$ cat config.mk
export PLATFORM = sky130hd
export DESIGN_NAME = pwm_deadtime_flat
export DESIGN_NICKNAME = d
export VERILOG_FILES = /design/src/rtl/pwm_deadtime_if.sv /design/src/rtl/pwm_deadtime.sv /design/src/flat_wrapper.sv
export SDC_FILE = /design/constraint.sdc
export NUM_CORES = 1
export LEC_CHECK = 0
export BUFFER_PORTS_ARGS = -buffer_cell sky130_fd_sc_hd__clkbuf_2
export CORE_ASPECT_RATIO = 0.8
export CORE_MARGIN = 10
export CORE_UTILIZATION = 48
export DETAILED_ROUTE_END_ITERATION = 7
export GPL_TIMING_DRIVEN = 1
export PLACE_DENSITY = 0.77
export SYNTH_ARGS = -nofsm -noshare
export SYNTH_HDL_FRONTEND = slang
export SYNTH_SLANG_ARGS = --single-unit
$ cat constraint.sdc
create_clock -name clk_i -period 2.1 [get_ports clk_i]
set_input_delay 0.21 -clock clk_i [delete_from_list [all_inputs] [get_ports clk_i]]
set_output_delay 0.21 -clock clk_i [all_outputs]
set_load 0.05 [all_outputs]
$ cat src/rtl/pwm_deadtime_if.sv
// Gate-drive bundle between the PWM core side and the dead-time stage.
// Contents: per-channel enable and PWM in, shared dead-time config, complementary drives out.
interface pwm_deadtime_if #(
   parameter int NOutputs = 2,
   parameter int DtCntDw  = 8
);
   logic [NOutputs-1:0] en_i;
   logic [NOutputs-1:0] pwm_i;
   logic [DtCntDw-1:0]  dt_rise_i;
   logic [DtCntDw-1:0]  dt_fall_i;
   logic [NOutputs-1:0] hs_o;
   logic [NOutputs-1:0] ls_o;
   logic [NOutputs-1:0] dt_active_o;

   modport master (
      output en_i, pwm_i, dt_rise_i, dt_fall_i,
      input  hs_o, ls_o, dt_active_o
   );

   modport slave (
      input  en_i, pwm_i, dt_rise_i, dt_fall_i,
      output hs_o, ls_o, dt_active_o
   );
endinterface

$ cat src/rtl/pwm_deadtime.sv
// Complementary HS/LS gate drive with programmable dead time and short-pulse suppression.
// Latency 1 cycle (2 with PWM_DEADTIME_IN_REG_EN); no backpressure, inputs sampled every cycle.
module pwm_deadtime #(
   parameter int NOutputs = 2,
   parameter int DtCntDw  = 8
) (
   input  logic               clk_i,
   input  logic               rst_ni,
   pwm_deadtime_if.slave      bus
);
   localparam logic [2:0] OFF      = 3'd0;
   localparam logic [2:0] HS_ON    = 3'd1;
   localparam logic [2:0] LS_ON    = 3'd2;
   localparam logic [2:0] DT_TO_HS = 3'd3;
   localparam logic [2:0] DT_TO_LS = 3'd4;

   localparam logic [DtCntDw-1:0] DT_ZERO = '0;
   localparam logic [DtCntDw-1:0] DT_ONE  = DtCntDw'(1);

   logic [NOutputs-1:0] w_en;
   logic [NOutputs-1:0] w_pwm;

`ifdef PWM_DEADTIME_IN_REG_EN
   logic [NOutputs-1:0] r_en;
   logic [NOutputs-1:0] r_pwm;

   always_ff @(posedge clk_i or negedge rst_ni) begin
      if (!rst_ni) begin
         r_en  <= '0;
         r_pwm <= '0;
      end else begin
         r_en  <= bus.en_i;
         r_pwm <= bus.pwm_i;
      end
   end

   assign w_en  = r_en;
   assign w_pwm = r_pwm;
`else
   assign w_en  = bus.en_i;
   assign w_pwm = bus.pwm_i;
`endif

   for (genvar g = 0; g < NOutputs; g++) begin : g_ch
      logic [2:0]         r_state;
      logic [2:0]         w_nxt_state;
      logic [DtCntDw-1:0] r_cnt;
      logic [DtCntDw-1:0] w_nxt_cnt;
      logic               r_hs;
      logic               r_ls;
      logic               r_dt;

      always_comb begin
         w_nxt_state = r_state;
         w_nxt_cnt   = r_cnt;
         if (!w_en[g]) begin
            w_nxt_state = OFF;
         end else begin
            case (r_state)
               OFF: w_nxt_state = w_pwm[g] ? HS_ON : LS_ON;
               LS_ON: begin
                  if (w_pwm[g]) begin
                     if (bus.dt_rise_i == DT_ZERO) begin
                        w_nxt_state = HS_ON;
                     end else begin
                        w_nxt_state = DT_TO_HS;
                        w_nxt_cnt   = bus.dt_rise_i - DT_ONE;
                     end
                  end
               end
               HS_ON: begin
                  if (!w_pwm[g]) begin
                     if (bus.dt_fall_i == DT_ZERO) begin
                        w_nxt_state = LS_ON;
                     end else begin
                        w_nxt_state = DT_TO_LS;
                        w_nxt_cnt   = bus.dt_fall_i - DT_ONE;
                     end
                  end
               end
               // A PWM reversal inside dead time drops the pending pulse.
               DT_TO_HS: begin
                  if (!w_pwm[g])                w_nxt_state = LS_ON;
                  else if (r_cnt == DT_ZERO)    w_nxt_state = HS_ON;
                  else                          w_nxt_cnt   = r_cnt - DT_ONE;
               end
               DT_TO_LS: begin
                  if (w_pwm[g])                 w_nxt_state = HS_ON;
                  else if (r_cnt == DT_ZERO)    w_nxt_state = LS_ON;
                  else                          w_nxt_cnt   = r_cnt - DT_ONE;
               end
               default: w_nxt_state = OFF;
            endcase
         end
      end

      // Drives are decoded from the next state so the pins come straight off flops.
      always_ff @(posedge clk_i or negedge rst_ni) begin
         if (!rst_ni) begin
            r_state <= OFF;
            r_cnt   <= '0;
            r_hs    <= 1'b0;
            r_ls    <= 1'b0;
            r_dt    <= 1'b0;
         end else begin
            r_state <= w_nxt_state;
            r_cnt   <= w_nxt_cnt;
            r_hs    <= (w_nxt_state == HS_ON);
            r_ls    <= (w_nxt_state == LS_ON);
            r_dt    <= (w_nxt_state == DT_TO_HS) || (w_nxt_state == DT_TO_LS);
         end
      end

      assign bus.hs_o[g]        = r_hs;
      assign bus.ls_o[g]        = r_ls;
      assign bus.dt_active_o[g] = r_dt;
   end
endmodule
$ cat src/flat_wrapper.sv
// flat-port wrapper written by rule: the top's interface ports become plain ports
module pwm_deadtime_flat 
#(
   parameter int NOutputs = 2,
   parameter int DtCntDw  = 8
)
  (clk_i, rst_ni, bus_en_i, bus_pwm_i, bus_dt_rise_i, bus_dt_fall_i, bus_hs_o, bus_ls_o, bus_dt_active_o);
  pwm_deadtime_if #(.NOutputs(NOutputs), .DtCntDw(DtCntDw)) bus_i ();
  input  logic clk_i;
  input  logic rst_ni;
  input wire logic [$bits(bus_i.en_i)-1:0] bus_en_i;
  input wire logic [$bits(bus_i.pwm_i)-1:0] bus_pwm_i;
  input wire logic [$bits(bus_i.dt_rise_i)-1:0] bus_dt_rise_i;
  input wire logic [$bits(bus_i.dt_fall_i)-1:0] bus_dt_fall_i;
  output wire logic [$bits(bus_i.hs_o)-1:0] bus_hs_o;
  output wire logic [$bits(bus_i.ls_o)-1:0] bus_ls_o;
  output wire logic [$bits(bus_i.dt_active_o)-1:0] bus_dt_active_o;
  assign bus_i.en_i = bus_en_i;
  assign bus_i.pwm_i = bus_pwm_i;
  assign bus_i.dt_rise_i = bus_dt_rise_i;
  assign bus_i.dt_fall_i = bus_dt_fall_i;
  assign bus_hs_o = bus_i.hs_o;
  assign bus_ls_o = bus_i.ls_o;
  assign bus_dt_active_o = bus_i.dt_active_o;
  pwm_deadtime #(.NOutputs(NOutputs), .DtCntDw(DtCntDw)) u_core (.clk_i(clk_i), .rst_ni(rst_ni), .bus(bus_i));
endmodule
==> flow_summary.toml <==
[logic_synthesis]
yosys_warnings = 0
synth_xor_area_share_pct = 4.94
ys_types = 64
synth_compound_gate_area_share_pct = 22.4
synth-main-ff-cell = "dfrtp_1"
synth_area_um2 = 2300
synthArstFlopShare_pct = 100
synth-simple-area-share_pct = 27.0
synth_mux_area_share_pct = 1.52
synth-edff-count = 0
synthCells = 271
synth_top_family_by_area = "simple AND/OR/NAND/NOR gates"
ys_seq_area_share_pct = 30.4
synth_area_per_cell_um2 = 8.50
synth_fa_ha_area_share_pct = 4.35
synth_fp_nets = 301
ys_seq_elements = 28

[global_route]
grt_pass1_wl_mm = 10.2
grt_pass1_vias = 2058
use_met2_pct = 22.3
grt_max_degree = 29
antenna_found_initial = 0
use_met3_pct = 4.19
grt-busiest-layer = "met2"
globalRouteOverflowTotal = 0
met1_usage_pct = 21.6
track_usage_pct = 15.3

[routing]
drtIter0Drc = 224
firstDrtPassIters = 5
viasPerCell = 5.92
wl_per_cell_um = 16.7
wirelength_mm = 6.11
drt_drc_violations_left = 0
num_vias = 2162
ant_nets = 0

[die]
die_w_um = 97.5
die_y_um = 82.0
core.rowCount = 22
dieArea_um2 = 7990
boundaryPins = 28
initial_core_util_pct = 49.8
core-area_um2 = 4620

[finish]
drive_gt1_share_pct = 23.3
syn2layout_area_growth_pct = 13.7
final_net_count = 336
antenna_cells = 0

[critical_path]
end_kind = "register"
critical-path-top-delay-family = "simple AND/OR/NAND/NOR gates"
cp_max_fo = 11
path_class = "reg2reg"
startpoint_type = "register"
critPathRequiredTime_ns = 2.28
cp_num_buf_inv = 1
cp.arrival_ns = 2.16
crit_chain = "or3b_1, a21oi_1, o21ai_2, and2_1, inv_6, mux2_4"
critical_path.max_stage_delay_ns = 0.52
slowest_stage = "dfrtp_1"

[timing]
skew_ns = 0.00340
max_clock_freq_ghz = 0.506
slew_headroom_pct = 50.7
setup_tns_ns = 0
finalMaxSlewViolations = 0
final.min_clock_period_ns = 1.98
hold_viol = 0
tightest_slew_ns = 0.740
fin_crit_sh_pct = 94.1
setup_violations = 0
rsz0062_at_grt = "no"

[clock_tree]
clk_pin_slew_ns = 0.10
numCtsBuffers = 3
clockBufferDepth = 2
clock_latency_ns = 0.28
clock_sinks = 28
cts_tree = "done"
h-tree-depth = 1
cts_root_buf = "clkbuf_8"

[place]
port_buffers = 27
gp_congestion = 0.923
dp_hpwl_mm = 4.76

[run]
maxCapViolCount = 0

[status]
status = "complete, no violations"

[power_and_ir_drop]
total_leakage_power_nw = 1.17
vdd_drop_max_mv = 0.377
power.total_mw = 2.06
powerDensity_nw_per_um2 = 787

[hold_path]
hp-class = "in2reg"
==> worst reg2reg max path, cell delays in order, from the launching register on <==
cell and delay [ns]:
dfrtp_1 0.52, or3b_1 0.39, a21oi_1 0.26, o21ai_2 0.12, and2_1 0.22, inv_6 0.08, mux2_4 0.29
==> layout by cell type, fill, tap and decap left out, types with 5 or more instances in the layout <==
master,instances
xnor2_1,9
ha_1,8
o21ai_0,7
nor3_1,10
dfrtp_1,28
or3b_1,5
nor2_1,30
nand3_1,8
nor3b_1,6
buf_4,18
o22ai_1,13
inv_1,21
a21oi_1,24
nand2_1,13
clkbuf_2,27
==> cells by family (layout without fill, tap and decap cells) <==
kind of cell	count (synthesis)	count (layout)
and+or+nand+nor	104	104
AOI/OAI and AO/OA	76	76
xor gates and xnor gates	13	13
buffers and inverters	39	73
adders and majority gates	8	8
muxes	3	3
DFF	28	28
==> metal layers <==
| layer | vias to the layer above | share of wire, % |
|---|---|---|
| met2 | 107 | 42 |
| met5 | - | 0 |
| met3 | 8 | 8.1 |
| li1 | 1041 | - |
| met1 | 1006 | 49 |
| met4 | 0 | 1.1 |
==> path summary, 6_finish.rpt <==
check,startpoint,to,slack (ns),depth (start not counted)
setup / recovery,u_core.g_ch[0].r_state[1],u_core.g_ch[0].r_cnt[6],0.12,6
hold / removal,bus_en_i[0],u_core.g_ch[0].r_state[1],0.18,3
setup reg to reg,u_core.g_ch[0].r_state[1],u_core.g_ch[0].r_cnt[6],0.12,6
hold reg to reg,u_core.g_ch[1].r_cnt[1],u_core.g_ch[1].r_cnt[1],0.55,2
max in group asynchronous,rst_ni,u_core.g_ch[0].r_cnt[3],1.12,2
min in group asynchronous,rst_ni,u_core.g_ch[1].r_hs,0.51,2
==> Yosys cell counts (4+ instances only) <==
library cell	instances	area share, %
a21oi_1	24	5.2
a221oi_1	4	1.5
buf_4	8	2.6
buf_6	4	2.0
dfrtp_1	28	30
ha_1	8	4.3
inv_1	21	3.4
nand2_1	13	2.1
nand3_1	8	1.7
nand3b_1	4	1.3
nor2_1	30	4.9
nor2b_1	4	1.1
nor3_1	10	2.2
nor3b_1	7	2.3
o21ai_0	7	1.5
o22ai_1	13	3.5
or3b_1	5	1.9
xnor2_1	9	3.4
xor2_1	4	1.5
==> repair_timing <==
action / in CTS / in global routing
gates resized for setup: 0 / 3
hold buffers: 1 / 0
hold endpoints to repair: 28 / 0
buffers inserted: 0 / 2
setup endpoints to repair: 0 / 8
==> cell type report <==
class | count | area [µm²]
tap | 60 | 75.1
clock buffer | 3 | 41.3
multi-input combinational | 204 | 1400
inverter | 23 | 91.3
timing repair buffer | 46 | 280
clock inverter | 1 | 30.0
fill | 453 | 2010
sequential | 28 | 701
==> through the flow <==
step                setup slack, ns  hold slack [ns]  instances  cell area (µm²)  utilization (%)
floorplan                     0.129          -0.0856        271             2300                -
global placement              0.152            0.295        358             2510             54.3
detailed placement           0.0655            0.309        358             2510             54.3
CTS                          0.0368            0.173        363             2590             56.0
global route                0.00215            0.188        365             2620             56.6
finish                        0.123            0.182        365             2620             56.6
==> power breakdown <==
group          total, mW  leakage [nW]  switching (mW)  internal, mW
combinational      0.806         0.785           0.452         0.354
sequential         0.812         0.353           0.143         0.669
clock              0.442        0.0357           0.186         0.256
total               2.06          1.17           0.781          1.28
==> state kept, by name, summed over array words and instances, names as in the netlist <==
register             flops
u_core.g_ch.r_dt         2
u_core.g_ch.r_state      6
u_core.g_ch.r_ls         2
u_core.g_ch.r_cnt       16
u_core.g_ch.r_hs         2
(Power assumes the default switching activity.)
